===== src/rtl/mem_pkg.sv =====
// Shared types and helpers for the store merge path: FSM state encoding,
// byte-lane masks and the store alignment check.
package mem_pkg;

    typedef enum logic [1:0] {
        IDLE  = 2'd0,
        READ  = 2'd1,
        WAIT  = 2'd2,
        WRITE = 2'd3
    } state_e;

    localparam logic [31:0] MASK_B0 = 32'h0000_00FF;
    localparam logic [31:0] MASK_B1 = 32'h0000_FF00;
    localparam logic [31:0] MASK_B2 = 32'h00FF_0000;
    localparam logic [31:0] MASK_B3 = 32'hFF00_0000;
    localparam logic [31:0] MASK_H0 = 32'h0000_FFFF;
    localparam logic [31:0] MASK_H1 = 32'hFFFF_0000;
    localparam logic [31:0] MASK_W  = 32'hFFFF_FFFF;

    // Byte stores are always aligned and take priority over Half.
    function automatic logic is_misaligned(input logic       byte_i,
                                           input logic       half_i,
                                           input logic [1:0] lo_i);
        logic mis;
        if (byte_i) begin
            mis = 1'b0;
        end else if (half_i) begin
            mis = lo_i[0];
        end else begin
            mis = (lo_i != 2'b00);
        end
        return mis;
    endfunction

    // Little-endian lane mask of the bits a store replaces.
    function automatic logic [31:0] lane_mask(input logic       byte_i,
                                              input logic       half_i,
                                              input logic [1:0] lo_i);
        logic [31:0] m;
        if (byte_i) begin
            case (lo_i)
                2'd0:    m = MASK_B0;
                2'd1:    m = MASK_B1;
                2'd2:    m = MASK_B2;
                default: m = MASK_B3;
            endcase
        end else if (half_i) begin
            m = lo_i[1] ? MASK_H1 : MASK_H0;
        end else begin
            m = MASK_W;
        end
        return m;
    endfunction

endpackage


===== src/rtl/byte_lane_merge.sv =====
// Combinational merge of sub-word store data into an existing RAM word.
// The new data is replicated across all lanes and the lane mask picks
// which bits of the old word get replaced.
module byte_lane_merge
    import mem_pkg::*;
(
    input  logic [31:0] old_i,
    input  logic [31:0] new_i,
    input  logic        byte_i,
    input  logic        half_i,
    input  logic [1:0]  lane_i,
    output logic [31:0] merged_o
);

    logic [31:0] repl;
    logic [31:0] mask;

    // Replicate the store data so every candidate lane carries it, then mask.
    always_comb begin
        if (byte_i) begin
            repl = {4{new_i[7:0]}};
        end else if (half_i) begin
            repl = {2{new_i[15:0]}};
        end else begin
            repl = new_i;
        end
        mask     = lane_mask(byte_i, half_i, lane_i);
        merged_o = (old_i & ~mask) | (repl & mask);
    end

endmodule


===== src/rtl/store_merge_unit.sv =====
// Store path between the core and the word-wide data RAM. Word stores are
// written one cycle after acceptance; byte/halfword stores run a
// read-modify-write sequence that stalls the core for three cycles.
//
// state | meaning
// ------+--------------------------------------------------------------
// IDLE  | no store pending; accepts an aligned request
// READ  | RAM read strobe out for the captured word address
// WAIT  | read data valid; merge captured lane(s) into the old word
// WRITE | RAM write strobe out, done pulse, stall released
module store_merge_unit
    import mem_pkg::*;
#(
    parameter int ADDR_W = 10
) (
    input  logic              clk,
    input  logic              rst_n,
    input  logic              req,
    input  logic              Byte,
    input  logic              Half,
    input  logic [31:0]       addr,
    input  logic [31:0]       wdata,
    output logic              stall,
    output logic              done,
    output logic              err,
    output logic [ADDR_W-1:0] mem_addr,
    output logic              mem_rd_en,
    input  logic [31:0]       mem_rdata,
    output logic              mem_wr_en,
    output logic [31:0]       mem_wdata
);

    state_e              state_q, state_d;

    logic [ADDR_W-1:0]   mem_addr_q;
    logic                mem_rd_en_q;
    logic                mem_wr_en_q;
    logic [31:0]         mem_wdata_q;

    logic [31:0]         wdata_q;
    logic                byte_q;
    logic                half_q;
    logic [1:0]          lane_q;

    logic                misalign;
    logic                sub_word;
    logic                accept;
    logic [31:0]         merged;

    // Upper address bits lie outside the RAM and are deliberately dropped.
    logic                unused_addr_bits;
    assign unused_addr_bits = ^addr[31:ADDR_W+2];

    assign misalign = is_misaligned(Byte, Half, addr[1:0]);
    assign sub_word = Byte | Half;
    assign accept   = (state_q == IDLE) && req && !misalign;

    byte_lane_merge u_merge (
        .old_i    (mem_rdata),
        .new_i    (wdata_q),
        .byte_i   (byte_q),
        .half_i   (half_q),
        .lane_i   (lane_q),
        .merged_o (merged)
    );

    // State register; reset abandons any pending write.
    always_ff @(posedge clk or negedge rst_n) begin
        if (!rst_n) begin
            state_q <= IDLE;
        end else begin
            state_q <= state_d;
        end
    end

    // Next-state logic; req is only looked at in IDLE.
    always_comb begin
        state_d = state_q;
        case (state_q)
            IDLE: begin
                if (accept) begin
                    state_d = sub_word ? READ : WRITE;
                end
            end
            READ:    state_d = WAIT;
            WAIT:    state_d = WRITE;
            WRITE:   state_d = IDLE;
            default: state_d = IDLE;
        endcase
    end

    // Combinational core-facing outputs; forced low while reset is held.
    always_comb begin
        stall = 1'b0;
        err   = 1'b0;
        done  = 1'b0;
        if (rst_n) begin
            case (state_q)
                IDLE: begin
                    stall = req && !misalign;
                    err   = req && misalign;
                end
                READ:    stall = 1'b1;
                WAIT:    stall = 1'b1;
                WRITE:   done  = 1'b1;
                default: ;
            endcase
        end
    end

    // Capture the accepted store; Byte wins over Half.
    always_ff @(posedge clk or negedge rst_n) begin
        if (!rst_n) begin
            mem_addr_q <= '0;
            wdata_q    <= '0;
            byte_q     <= 1'b0;
            half_q     <= 1'b0;
            lane_q     <= 2'd0;
        end else if (accept) begin
            mem_addr_q <= addr[ADDR_W+1:2];
            wdata_q    <= wdata;
            byte_q     <= Byte;
            half_q     <= Half & ~Byte;
            lane_q     <= addr[1:0];
        end
    end

    // RAM strobes are registered from the upcoming state.
    always_ff @(posedge clk or negedge rst_n) begin
        if (!rst_n) begin
            mem_rd_en_q <= 1'b0;
            mem_wr_en_q <= 1'b0;
        end else begin
            mem_rd_en_q <= (state_d == READ);
            mem_wr_en_q <= (state_d == WRITE);
        end
    end

    // Write data: the full word on a word store, the merged word after WAIT.
    always_ff @(posedge clk or negedge rst_n) begin
        if (!rst_n) begin
            mem_wdata_q <= '0;
        end else if (accept && !sub_word) begin
            mem_wdata_q <= wdata;
        end else if (state_q == WAIT) begin
            mem_wdata_q <= merged;
        end
    end

    assign mem_addr  = mem_addr_q;
    assign mem_rd_en = mem_rd_en_q;
    assign mem_wr_en = mem_wr_en_q;
    assign mem_wdata = mem_wdata_q;

endmodule


===== config.mk =====
export PLATFORM = sky130hd
export DESIGN_NAME = store_merge_unit
export DESIGN_NICKNAME = d
export VERILOG_FILES = /design/src/rtl/mem_pkg.sv /design/src/rtl/byte_lane_merge.sv /design/src/rtl/store_merge_unit.sv
export SDC_FILE = /design/constraint.sdc
export NUM_CORES = 1
export LEC_CHECK = 0
export CORE_UTILIZATION = 25
export CTS_CLUSTER_DIAMETER = 60
export CTS_CLUSTER_SIZE = 40
export DETAILED_ROUTE_END_ITERATION = 10
export GPL_ROUTABILITY_DRIVEN = 0
export SLEW_MARGIN = 10
export SYNTH_ARGS = -nofsm -noshare
export SYNTH_HDL_FRONTEND = slang
export SYNTH_SLANG_ARGS = --single-unit

===== constraint.sdc =====
create_clock -name clk -period 3.3 [get_ports clk]
set_input_delay 0.99 -clock clk [delete_from_list [all_inputs] [get_ports clk]]
set_output_delay 0.99 -clock clk [all_outputs]
set_load 0.02 [all_outputs]

### Word level (Yosys, flattened, before mapping)

Index checks and enable logic that the tools add are counted.

| storage, ports and cells | value |
|---|---|
| output and inout port bits | 47 |
| input bits | 101 |
| word-level logic and storage cells | 54 |
| register bits | 82 |

| cells by class | value |
|---|---|
| equal/unequal tests | 7 |
| bitwise logic cells | 7 |
| reductions and logical operators | 12 |
| mux-type cells | 19 |

Operators by type and width:

| kind | number |
|---|---|
| $mux 32 | 7 |
| $pmux 32 s3 | 1 |
| $and 32x32->32 | 2 |
| $not 32->32 | 1 |
| $or 32x32->32 | 1 |
| $eq 2x2->1 const B | 4 |
| $pmux 2 s4 | 1 |
| $mux 1 | 7 |
| $eq 2x1->1 const B | 3 |
| $logic_and 1x1->1 | 5 |
| $logic_not 2->1 | 2 |
| $mux 2 | 2 |
| $reduce_bool 2->1 | 2 |
| $logic_not 1->1 | 2 |
| $pmux 1 s2 | 1 |
| $reduce_or 2->1 | 1 |
| $and 1x1->1 | 1 |
| $not 1->1 | 1 |
| $or 1x1->1 | 1 |

### Longest topological paths before layout

Gate-level depths: netlist of the first run.

| depth | value |
|---|---|
| word-level depth | 8 |
| mapped depth | 8 |
| gate-level depth less buffers | 6 |

### By module

A second synthesis of the first run with hierarchy kept.

| unflattened totals | value |
|---|---|
| cells, all modules | 368 |
| area, all modules | 4342.9 µm² |

Modules (own cells, without submodules):

| module | instances | area each (µm²) | cells an instance | seq. area each (µm²) |
|---|---|---|---|---|
| store_merge_unit | 1 | 3493.4 | 269 | 2052.0 |
| byte_lane_merge | 1 | 849.6 | 99 | 0.0 |

### Worst setup path before layout of the first run

No wires, ideal clock.

| timing | value |
|---|---|
| path type | input to output |
| from | in Half |
| to | out stall |
| stages | 6 |
| arrival | 2118 ps |
| required time | 2310 ps |
| buffers on the path | 1 |
| slack | 192 ps |
| cell sequence | nand2b_1 a21oi_1 nor2_1 buf_2 nor2_1 nor3b_1 |

| between the ends | value |
|---|---|
| cells in the longest elaborated chain, start to end | 6 |

Ends and longest elaborated chain:

| what | line | source |
|---|---|---|
| start: declaration | store_merge_unit.sv:20 | `input logic Half,` |
| $mux 1 | mem_pkg.sv:27 | `end else if (half_i) begin` |
| $mux 1 | mem_pkg.sv:25 | `if (byte_i) begin` |
| $logic_not 1->1 | store_merge_unit.sv:100 | `stall = req && !misalign;` |
| $logic_and 1x1->1 | store_merge_unit.sv:100 |  |
| $pmux 1 s2 | store_merge_unit.sv:98 | `case (state_q)` |
| $mux 1 | store_merge_unit.sv:97 | `if (rst_n) begin` |
| end: declaration | store_merge_unit.sv:23 | `output logic stall,` |

No other way between the ends.

### Final worst setup path of the first run

Ends and elaborated chain as after synthesis.

==> impl_metrics.prom, run 1 <==
# TYPE chip_impl_metric gauge
chip_impl_metric{name="worstSkewPairLatency",unit="ns"} 0.34
chip_impl_metric{name="starting_density",unit="%"} 25.6
chip_impl_metric{name="ant_nets",unit=""} 0
chip_impl_metric{name="h-tree-depth",unit=""} 3
chip_impl_metric{name="met2_length",unit="um"} 5820
chip_impl_metric{name="die_h",unit="um"} 132
chip_impl_info{name="worst_setup_path_startpoint",value="Half"} 1
chip_impl_metric{name="route.layer.met1.wl",unit="um"} 5890
chip_impl_metric{name="grt_antenna_before_repair",unit=""} 0
chip_impl_metric{name="mappedNetlistNets",unit=""} 500
chip_impl_metric{name="detailedPlacementHpwl",unit="um"} 9070
chip_impl_metric{name="areaGrowthSynthToFinish",unit="%"} 42.5
chip_impl_metric{name="layout.nets",unit=""} 624
chip_impl_metric{name="postSynth.asyncResetShare",unit="%"} 100
chip_impl_metric{name="yosysSeqAreaShare",unit="%"} 48.3
chip_impl_metric{name="arrival_time_at_the_worst_endpoint",unit="ns"} 2.19
chip_impl_info{name="layout.cells.most_common_list",value="clkdlybuf4s50_1, dfrtp_1, nand2_1"} 1
chip_impl_info{name="cts_root_buf",value="clkbuf_16"} 1
chip_impl_metric{name="first_global_vias",unit=""} 3535
chip_impl_info{name="synth_area_leaders",value="dfrtp_1, mux2_2, mux2i_1"} 1
chip_impl_metric{name="synth_edf_count",unit=""} 0
chip_impl_metric{name="routed-via-count",unit=""} 3531
chip_impl_metric{name="die_width",unit="um"} 132
chip_impl_metric{name="clock_path_buffers",unit=""} 2
chip_impl_metric{name="layout.filler_cells",unit=""} 1636
chip_impl_info{name="synth_top_area_cell",value="dfrtp_1"} 1
chip_impl_metric{name="route.detailed.drc",unit=""} 0
chip_impl_info{name="worst_min_path_class",value="in -> async"} 1
chip_impl_metric{name="clkTransAtPathRegs",unit="ns"} 0.06
chip_impl_metric{name="ff2ff_setup_slack",unit="ns"} 0.94
chip_impl_metric{name="clock-skew-final",unit="ns"} 0.00612
chip_impl_info{name="highest_layer",value="met4"} 1
chip_impl_metric{name="dr.first_iter.drc_count",unit=""} 132
chip_impl_metric{name="leakage",unit="uW"} 0.00254
chip_impl_metric{name="route.detailed.vias_per_inst",unit=""} 4.75
chip_impl_metric{name="ratio_of_cells_with_drive_above_1_in_the_final_layout",unit="%"} 18.4
chip_impl_metric{name="final_min_period_over_clock_period",unit="%"} 96.5
chip_impl_metric{name="final.min_clock_period",unit="ns"} 3.18
chip_impl_metric{name="yosys_register_bits",unit=""} 82
chip_impl_metric{name="cts_made_buffers",unit=""} 9
chip_impl_metric{name="grt_start_max_net_pins",unit=""} 50
chip_impl_metric{name="grt_usage",unit="%"} 14.5
chip_impl_info{name="setup.worst_path.start_class",value="input port"} 1
chip_impl_metric{name="global_route_wire_length_before_repair",unit="um"} 19400
chip_impl_metric{name="detailedPlace.worstSlack",unit="ns"} -0.387
chip_impl_info{name="cts_tree",value="done"} 1
chip_impl_metric{name="worstMarginPinSlew",unit="ns"} 0.788
chip_impl_info{name="outcome",value="completed"} 1
chip_impl_metric{name="wl_per_cell",unit="um"} 16.8
chip_impl_metric{name="num_rows",unit=""} 47
chip_impl_metric{name="finalCoreUtilization",unit="%"} 36.5
chip_impl_metric{name="yosysTopAreaCellShare",unit="%"} 48.3
chip_impl_metric{name="floorplan.die_area",unit="um2"} 17500
chip_impl_metric{name="max_capacitance_violation_total",unit=""} 0
chip_impl_metric{name="antenna_cells",unit=""} 0
chip_impl_metric{name="numPortBuffers",unit=""} 127
chip_impl_metric{name="drt_pass1_iterations",unit=""} 5
chip_impl_metric{name="count_of_final_hold_check_violations",unit=""} 0
chip_impl_metric{name="cts_setup_buffers",unit=""} 0
chip_impl_info{name="layout.cells.most_common",value="clkdlybuf4s50_1"} 1
chip_impl_info{name="timing_worst_setup_path_type",value="in -> out"} 1
chip_impl_metric{name="final_design_area_no_fill",unit="um2"} 6060
chip_impl_metric{name="floorplan.io_pins",unit=""} 148
chip_impl_metric{name="max_freq",unit="MHz"} 314
chip_impl_metric{name="syn_area_per_cell",unit="um2"} 10.8
chip_impl_metric{name="core_area",unit="um2"} 16600
chip_impl_metric{name="placed_cell_area",unit="um2"} 5760
chip_impl_metric{name="synth_warnings",unit=""} 0
chip_impl_info{name="rsz_0062_raised_after_global_routing",value="false"} 1
chip_impl_metric{name="max-vdd-ir-drop",unit="mV"} 0.475
chip_impl_info{name="regToRegStartpoint",value="byte_q"} 1
chip_impl_metric{name="slew-limit-headroom",unit="%"} 47.5
chip_impl_metric{name="synthesized_cell_area",unit="um2"} 4250
chip_impl_metric{name="global_route.overflow_total",unit=""} 0
chip_impl_metric{name="clkSinkCount",unit=""} 82
chip_impl_metric{name="final-max-slew-violation-count",unit=""} 0
chip_impl_metric{name="setup_slack",unit="ns"} 0.117
chip_impl_metric{name="count_of_final_setup_violators",unit=""} 0
chip_impl_info{name="dominantRegCellSynth",value="dfrtp_1"} 1
chip_impl_info{name="worst_setup_path_end_kind",value="primary output"} 1
chip_impl_metric{name="required",unit="ns"} 2.31
chip_impl_metric{name="cp_max_fo",unit=""} 3
chip_impl_metric{name="synth_cells",unit=""} 394
chip_impl_metric{name="ys_types",unit=""} 38
chip_impl_metric{name="finalWirelength",unit="um"} 12500
chip_impl_metric{name="p_per_area",unit="nW/um2"} 1020
chip_impl_metric{name="wl_met3",unit="um"} 590
synthesized netlist by cell type (all sizes together), types with 9 or more instances:
library cell and n:
a21oi 10, a31oi 17, buf 18, clkbuf 9, dfrtp 82, mux2 44, mux2i 24, nand2 51
nand2b 17, nand3 9, nor2 22, o211ai 16, o21ai 35
layout make-up:
| type | instances | area, um2 | share of cell area [%] |
|---|---|---|---|
| Clock buffer | 12 | 256 | 4.24 |
| Clock inverter | 4 | 50.0 | 0.826 |
| Inverter | 6 | 22.5 | 0.372 |
| Multi-Input combinational cell | 279 | 2040 | 33.7 |
| Sequential cell | 82 | 2050 | 33.9 |
| Tap cell | 220 | 275 | 4.55 |
| Timing Repair Buffer | 140 | 1360 | 22.4 |
stage by stage:
stage               hold slack, ns  TNS (ns)  cells  total power [uW]
global placement             0.492    -0.705    727              5080
global route                 0.452         0    743              6570
detailed placement           0.495    -0.761    727              5160
finish                       0.457         0    743              6160
floorplan                    0.480         0    394              4040
CTS                          0.452         0    743              6240
report_power, final:
part	total, uW	switching [uW]	internal (uW)
Clock	1040	413	627
Sequential	2010	482	1530
Combinational	3110	1580	1530
metal layers:
metal / vias up / global-route usage (%)
met1: 1743 / 19.3
met4: 0 / 5.11
met5: - / 0
met3: 12 / 2.73
li1: 1647 / -
met2: 129 / 23.5
worst paths after layout:
check                           endpoint  depth (start not counted)
hold reg to reg              mem_addr[7]                          1
min in group clk             mem_addr[7]                          1
hold / removal                state_q[0]                          1
setup / recovery                   stall                          7
setup reg to reg           mem_wdata[12]                          5
max in group asynchronous     wdata_q[2]                          3
repair_timing:
item                                    CTS  global route
endpoints found under the setup margin    2             1
gates resized for setup                   9             1
cloned                                    0             0
hold buffers                              0             0
pin swaps                                 0             1
sequential cells by signal (all words and copies together) (netlist names):
name,count
mem_wdata,32
mem_rd_en,1
mem_wr_en,1
state_q,2
lane_q,2
byte_q,1
wdata_q,32
half_q,1
mem_addr,10
logic make-up (layout without fill, tap and decap cells):
group,count (synthesis),in the layout,synth area share (%)
AOI/OAI and AO/OA,99,99,17.0
buffers and inverters,33,162,4.06
and+or+nand+nor,107,107,11.9
DFF,82,82,48.3
muxes,68,68,17.3
adders and majority gates,5,5,1.47
critical path, stage by stage:
cell and delay, ns:
clkdlybuf4s50_1 0.47, nand2b_1 0.12, a21oi_2 0.08, nor2_4 0.11, nor2_1 0.04, nor3b_1 0.18
buf_2 0.20
No activity file was read; power rests on OpenSTA's default activity.
==> run 2, diff against run 1 <==
--- a/config.mk
+++ b/config.mk
@@ -6,6 +6,7 @@
 export NUM_CORES = 1
 export LEC_CHECK = 0
 export CORE_UTILIZATION = 25
+export CTS_BUF_LIST = sky130_fd_sc_hd__clkbuf_16
 export CTS_CLUSTER_DIAMETER = 60
 export CTS_CLUSTER_SIZE = 40
 export DETAILED_ROUTE_END_ITERATION = 10
==> run 2 against run 1 <==
Against the previous run:
- maximum frequency is essentially flat
- register-to-register slack gained 0.03 ns
- clock skew shrank 0.0012 ns
- first-iteration DRC count shrank 6.8%
- cell area shrank 0.33%
- die area is the same
- core utilization shrank 0.12 points
- highest routed layer unchanged
==> impl_metrics.prom, run 2 (synthesized netlist as in run 1, its figures left out) <==
# TYPE chip_impl_metric gauge
chip_impl_info{name="setup.worst_path.start_class",value="input port"} 1
chip_impl_metric{name="route.detailed.vias_per_inst",unit=""} 4.68
chip_impl_info{name="cts_tree",value="done"} 1
chip_impl_metric{name="global_route_wire_length_before_repair",unit="um"} 19400
chip_impl_metric{name="worstSkewPairLatency",unit="ns"} 0.34
chip_impl_metric{name="h-tree-depth",unit=""} 3
chip_impl_info{name="timing_worst_setup_path_type",value="in -> out"} 1
chip_impl_metric{name="worst-r2r-cell-count",unit=""} 5
chip_impl_info{name="crit_slowest_cell",value="clkdlybuf4s50_1"} 1
chip_impl_metric{name="count_of_final_setup_violators",unit=""} 0
chip_impl_metric{name="ratio_of_cells_with_drive_above_1_in_the_final_layout",unit="%"} 18.0
chip_impl_metric{name="clkTransAtPathRegs",unit="ns"} 0.06
chip_impl_metric{name="leakage",unit="uW"} 0.00253
chip_impl_metric{name="detailedPlacementHpwl",unit="um"} 9070
chip_impl_metric{name="max_freq",unit="MHz"} 314
chip_impl_metric{name="clock_path_buffers",unit=""} 2
chip_impl_metric{name="first_global_vias",unit=""} 3531
chip_impl_metric{name="fin_hold_ws",unit="ns"} 0.458
chip_impl_metric{name="max_capacitance_violation_total",unit=""} 0
chip_impl_metric{name="grt_start_max_net_pins",unit=""} 50
chip_impl_metric{name="starting_density",unit="%"} 25.6
chip_impl_metric{name="count_of_final_hold_check_violations",unit=""} 0
chip_impl_metric{name="dr.first_iter.drc_count",unit=""} 123
chip_impl_metric{name="final_min_period_over_clock_period",unit="%"} 96.5
chip_impl_metric{name="die_width",unit="um"} 132
chip_impl_metric{name="antenna_cells",unit=""} 0
chip_impl_metric{name="areaGrowthSynthToFinish",unit="%"} 42.0
chip_impl_metric{name="floorplan.die_area",unit="um2"} 17500
chip_impl_info{name="series_of_cell_instances_along_the_critical_path",value="clkdlybuf4s50_1, nand2b_1, a21oi_2, nor2_4, nor2_1, nor3b_1, buf_2"} 1
chip_impl_metric{name="routed-via-count",unit=""} 3478
chip_impl_metric{name="arrival_time_at_the_worst_endpoint",unit="ns"} 2.19
chip_impl_metric{name="clock-skew-final",unit="ns"} 0.00494
chip_impl_metric{name="max-vdd-ir-drop",unit="mV"} 0.475
chip_impl_metric{name="grt_antenna_before_repair",unit=""} 0
chip_impl_metric{name="num_rows",unit=""} 47
chip_impl_metric{name="grt_usage",unit="%"} 14.5
chip_impl_metric{name="final-max-slew-violation-count",unit=""} 0
chip_impl_metric{name="numPortBuffers",unit=""} 127
chip_impl_metric{name="floorplan.io_pins",unit=""} 148
chip_impl_metric{name="finalWirelength",unit="um"} 12500
chip_impl_metric{name="slew-limit-headroom",unit="%"} 48.6
chip_impl_metric{name="drt_pass1_iterations",unit=""} 5
chip_impl_metric{name="timing.critical_path.slowest_cell_delay",unit="ns"} 0.47
chip_impl_metric{name="global_route.overflow_total",unit=""} 0
chip_impl_metric{name="p_per_area",unit="nW/um2"} 1010
chip_impl_metric{name="wl_per_cell",unit="um"} 16.8
chip_impl_metric{name="final.min_clock_period",unit="ns"} 3.18
chip_impl_metric{name="cp_max_fo",unit=""} 3
chip_impl_info{name="layout.cells.most_common_list",value="clkdlybuf4s50_1, dfrtp_1, nand2_1"} 1
chip_impl_metric{name="layout.nets",unit=""} 624
chip_impl_metric{name="ff2ff_setup_slack",unit="ns"} 0.97
chip_impl_metric{name="clkSinkCount",unit=""} 82
chip_impl_metric{name="worstMarginPinSlew",unit="ns"} 0.771
chip_impl_info{name="worst_min_path_class",value="in -> async"} 1
chip_impl_metric{name="setup_tns_final",unit="ns"} 0
chip_impl_info{name="regToRegStartpoint",value="byte_q"} 1
chip_impl_metric{name="core_area",unit="um2"} 16600
chip_impl_metric{name="route.detailed.drc",unit=""} 0
chip_impl_info{name="layout.cells.most_common",value="clkdlybuf4s50_1"} 1
chip_impl_metric{name="die_h",unit="um"} 132
chip_impl_info{name="rsz_0062_raised_after_global_routing",value="false"} 1
chip_impl_info{name="cts_root_buf",value="clkbuf_16"} 1
chip_impl_metric{name="cts_setup_buffers",unit=""} 0
chip_impl_info{name="outcome",value="completed"} 1
chip_impl_info{name="critical_path.reg2reg.endpoint",value="mem_wdata[10]"} 1
chip_impl_metric{name="cts_made_buffers",unit=""} 9
chip_impl_info{name="worst_setup_path_end_kind",value="primary output"} 1
chip_impl_metric{name="ant_nets",unit=""} 0
chip_impl_metric{name="required",unit="ns"} 2.31
## run 2: per-layer routing
metal	track usage (%)	wire length, um
met5	0	0
met4	5.11	167
met3	2.73	583
met2	23.4	5860
met1	19.3	5880
## run 2: timing repair
action,4_1_cts,5_1_grt
pin swaps,0,1
hold buffers,0,0
endpoints found under the setup margin,2,1
resized for setup,9,1
## run 2: report_power, final
group          internal (uW)  total [uW]  switching (uW)
Sequential              1530        2010             481
Combinational           1530        3110            1580
Clock                    577         987             410
## run 2: critical path, delay by kind of cell
| kind | cells | cell delay, ns |
|---|---|---|
| AND/OR/NAND/NOR | 4 | 0.45 |
| buffers and inverters | 2 | 0.67 |
| AO/OA/AOI/OAI | 1 | 0.08 |
## run 2: worst max path at each step
| stage | slack [ns] | depth (start not counted) | startpoint | endpoint |
|---|---|---|---|---|
| finish | 0.12 | 7 | Half | stall |
| global route | 0.06 | 7 | Half | stall |
| CTS | 0.04 | 5 | Half | err |
| detailed placement | -0.39 | 5 | Half | err |
| global placement | -0.37 | 5 | Half | err |
| floorplan | 0.19 | 6 | Half | stall |
## run 2: layout make-up
cell class	count	area [um2]
Clock buffer	9	225
Fill cell	1641	10500
Sequential cell	82	2050
Timing Repair Buffer	140	1360
Tap cell	220	275
Multi-Input combinational cell	279	2040
Clock inverter	7	61.3
Inverter	6	22.5
## run 2: through the flow
stage	power, uW	std cells	area (um2)	utilization, %	worst slack [ns]
6_report	6110	743	6040	36.4	0.117
3_3_place_gp	5080	727	5760	34.7	-0.370
5_1_grt	6520	743	6040	36.4	0.0611
3_5_place_dp	5160	727	5760	34.7	-0.387
2_1_floorplan	4040	394	4250	-	0.192
4_1_cts	6180	743	6040	36.4	0.0370
==> run 3, diff against run 2 <==
--- a/config.mk
+++ b/config.mk
@@ -5,6 +5,7 @@
 export SDC_FILE = /design/constraint.sdc
 export NUM_CORES = 1
 export LEC_CHECK = 0
+export CORE_ASPECT_RATIO = 1.2
 export CORE_UTILIZATION = 25
 export CTS_BUF_LIST = sky130_fd_sc_hd__clkbuf_16
 export CTS_CLUSTER_DIAMETER = 60
==> run 3 against run 2 <==
Against the previous run:
- first-iteration DRC count decreased by 2.4%
- routed wire length up 0.24%
- combinational power is essentially flat
- hold slack better by 0.0067 ns
- sequential share of layout area is 0.11 points lower
- clock-buffer cell count is the same
- via count fell by 1.4%
- worst setup slack lost 0.060 ns
- register-to-register slack improved by 0.09 ns
- sequential power hardly changed
- largest cell class unchanged
==> impl_metrics.prom, run 3 (synthesized netlist as in run 1, its figures left out) <==
# TYPE chip_impl_metric gauge
chip_impl_metric{name="required",unit="ns"} 2.31
chip_impl_metric{name="slew-limit-headroom",unit="%"} 39.3
chip_impl_metric{name="setup_tns_final",unit="ns"} 0
chip_impl_info{name="worst_setup_path_end_kind",value="primary output"} 1
chip_impl_metric{name="wl_per_cell",unit="um"} 17.0
chip_impl_metric{name="max-vdd-ir-drop",unit="mV"} 0.640
chip_impl_info{name="timing_worst_setup_path_type",value="in -> out"} 1
chip_impl_info{name="rsz_0062_raised_after_global_routing",value="false"} 1
chip_impl_metric{name="clkSinkCount",unit=""} 82
chip_impl_metric{name="floorplan.io_pins",unit=""} 148
chip_impl_metric{name="detailedPlace.worstSlack",unit="ns"} -0.386
chip_impl_metric{name="cp_max_fo",unit=""} 3
chip_impl_metric{name="placed_cell_area",unit="um2"} 5750
chip_impl_info{name="worst_min_path_class",value="in -> async"} 1
chip_impl_metric{name="register_area",unit="um2"} 2050
chip_impl_metric{name="clkTransAtPathRegs",unit="ns"} 0.06
chip_impl_metric{name="cts_made_buffers",unit=""} 9
chip_impl_metric{name="grt_usage",unit="%"} 14.9
chip_impl_metric{name="layout.nets",unit=""} 625
chip_impl_metric{name="clock-skew-final",unit="ns"} 0.00585
chip_impl_metric{name="clock_path_buffers",unit=""} 2
chip_impl_metric{name="route.detailed.drc",unit=""} 0
chip_impl_info{name="layout.cells.most_common_list",value="clkdlybuf4s50_1, dfrtp_1, nand2_1"} 1
chip_impl_info{name="layout.cells.most_common",value="clkdlybuf4s50_1"} 1
chip_impl_metric{name="die_h",unit="um"} 145
chip_impl_metric{name="cts_setup_buffers",unit=""} 0
chip_impl_metric{name="final-max-slew-violation-count",unit=""} 0
chip_impl_metric{name="ratio_of_cells_with_drive_above_1_in_the_final_layout",unit="%"} 17.8
chip_impl_metric{name="count_of_final_setup_violators",unit=""} 0
chip_impl_info{name="cts_root_buf",value="clkbuf_16"} 1
chip_impl_metric{name="p_per_area",unit="nW/um2"} 1020
chip_impl_metric{name="multi_input_comb_area",unit="um2"} 2040
chip_impl_metric{name="global_route_wire_length_before_repair",unit="um"} 19400
chip_impl_metric{name="final_design_area_no_fill",unit="um2"} 6060
chip_impl_metric{name="count_of_final_hold_check_violations",unit=""} 0
chip_impl_metric{name="first_global_vias",unit=""} 3537
chip_impl_metric{name="finalWirelength",unit="um"} 12500
chip_impl_metric{name="detailedPlacementHpwl",unit="um"} 8890
chip_impl_metric{name="starting_density",unit="%"} 25.9
chip_impl_metric{name="max_capacitance_violation_total",unit=""} 0
chip_impl_metric{name="numPortBuffers",unit=""} 127
chip_impl_metric{name="final_min_period_over_clock_period",unit="%"} 98.3
chip_impl_metric{name="drt_pass1_iterations",unit=""} 4
chip_impl_info{name="setup.worst_path.start_class",value="input port"} 1
chip_impl_metric{name="worst-r2r-cell-count",unit=""} 5
chip_impl_metric{name="worstMarginPinSlew",unit="ns"} 0.910
chip_impl_metric{name="h-tree-depth",unit=""} 3
chip_impl_metric{name="fin_hold_ws",unit="ns"} 0.465
chip_impl_metric{name="worstSkewPairLatency",unit="ns"} 0.34
chip_impl_info{name="cts_tree",value="done"} 1
chip_impl_metric{name="total_power",unit="uW"} 6170
chip_impl_metric{name="layout.filler_cells",unit=""} 1606
chip_impl_metric{name="max_freq",unit="MHz"} 308
chip_impl_metric{name="grt_antenna_before_repair",unit=""} 0
chip_impl_metric{name="global_route.overflow_total",unit=""} 0
chip_impl_metric{name="route.detailed.vias_per_inst",unit=""} 4.66
chip_impl_info{name="outcome",value="completed"} 1
chip_impl_metric{name="die_width",unit="um"} 121
chip_impl_metric{name="leakage",unit="uW"} 0.00255
chip_impl_metric{name="ant_nets",unit=""} 0
chip_impl_metric{name="num_rows",unit=""} 51
chip_impl_metric{name="final.min_clock_period",unit="ns"} 3.24
chip_impl_metric{name="grt_start_max_net_pins",unit=""} 50
chip_impl_metric{name="floorplan.die_area",unit="um2"} 17500
chip_impl_metric{name="arrival_time_at_the_worst_endpoint",unit="ns"} 2.25
chip_impl_metric{name="setup_slack",unit="ns"} 0.0563
chip_impl_metric{name="routed-via-count",unit=""} 3431
chip_impl_metric{name="areaGrowthSynthToFinish",unit="%"} 42.5
chip_impl_metric{name="core_area",unit="um2"} 16400
chip_impl_metric{name="dr.first_iter.drc_count",unit=""} 120
==> run 3: cell count changes in the layout (fill, tap and decap cells not counted) <==
cell	delta
inv_1	+1
diode_2	+1
clkinv_2	-1
bufinv_16	+1
buf_2	-1
clkinvlp_4	-2
clkdlybuf4s15_2	+1
buf_4	+1
==> run 3: critical path, cell delays in order <==
cell and delay (ns):
clkdlybuf4s50_1 0.41, nand2b_1 0.15, a21oi_2 0.22, and4_1 0.23
clkdlybuf4s15_2 0.26
==> run 3: final timing paths <==
path	from	to	slack (ns)
max	Half	err	0.06
min	rst_n	mem_wr_en	0.46
max reg2reg	byte_q	mem_wdata[15]	1.06
min reg2reg	wdata_q[21]	wdata_q[21]	0.51
max in group asynchronous	rst_n	wdata_q[14]	1.51
min in group clk	wdata_q[21]	wdata_q[21]	0.51
==> run 3: per-stage QoR <==
stage / cells / utilization, %
4_1_cts: 735 / 36.9
6_report: 736 / 36.9
3_5_place_dp: 720 / 35.1
3_3_place_gp: 720 / 35.1
5_1_grt: 735 / 36.9
2_1_floorplan: 394 / -
==> run 3: area by class of cell <==
type                            count  area share [%]
Clock buffer                        9            3.72
Clock inverter                      6            1.24
Tap cell                          212            4.38
Sequential cell                    82            33.9
Multi-Input combinational cell    279            33.7
Antenna cell                        1          0.0413
Inverter                            6           0.372
Timing Repair Buffer              141            22.6
==> run 3: power breakdown <==
group	leakage (uW)	total, uW	internal (uW)	switching (uW)
Combinational	0.00142	3100	1540	1550
Clock	0.000153	1050	648	398
Sequential	0.000975	2030	1530	497
==> run 3: timing repair <==
action | 4_1_cts | 5_1_grt
setup endpoints to repair | 2 | 2
hold endpoints to repair | 0 | 0
resized for setup | 8 | 1
pin swaps | 0 | 1
hold buffers | 0 | 0
==> run 3: per-layer routing <==
layer	up-vias	global-route usage (%)	share of wire, %
met2	105	24.6	48
met4	0	5.59	1.6
met5	-	0	0
met1	1656	18.7	45
met3	16	3.61	5.4
li1	1654	-	-
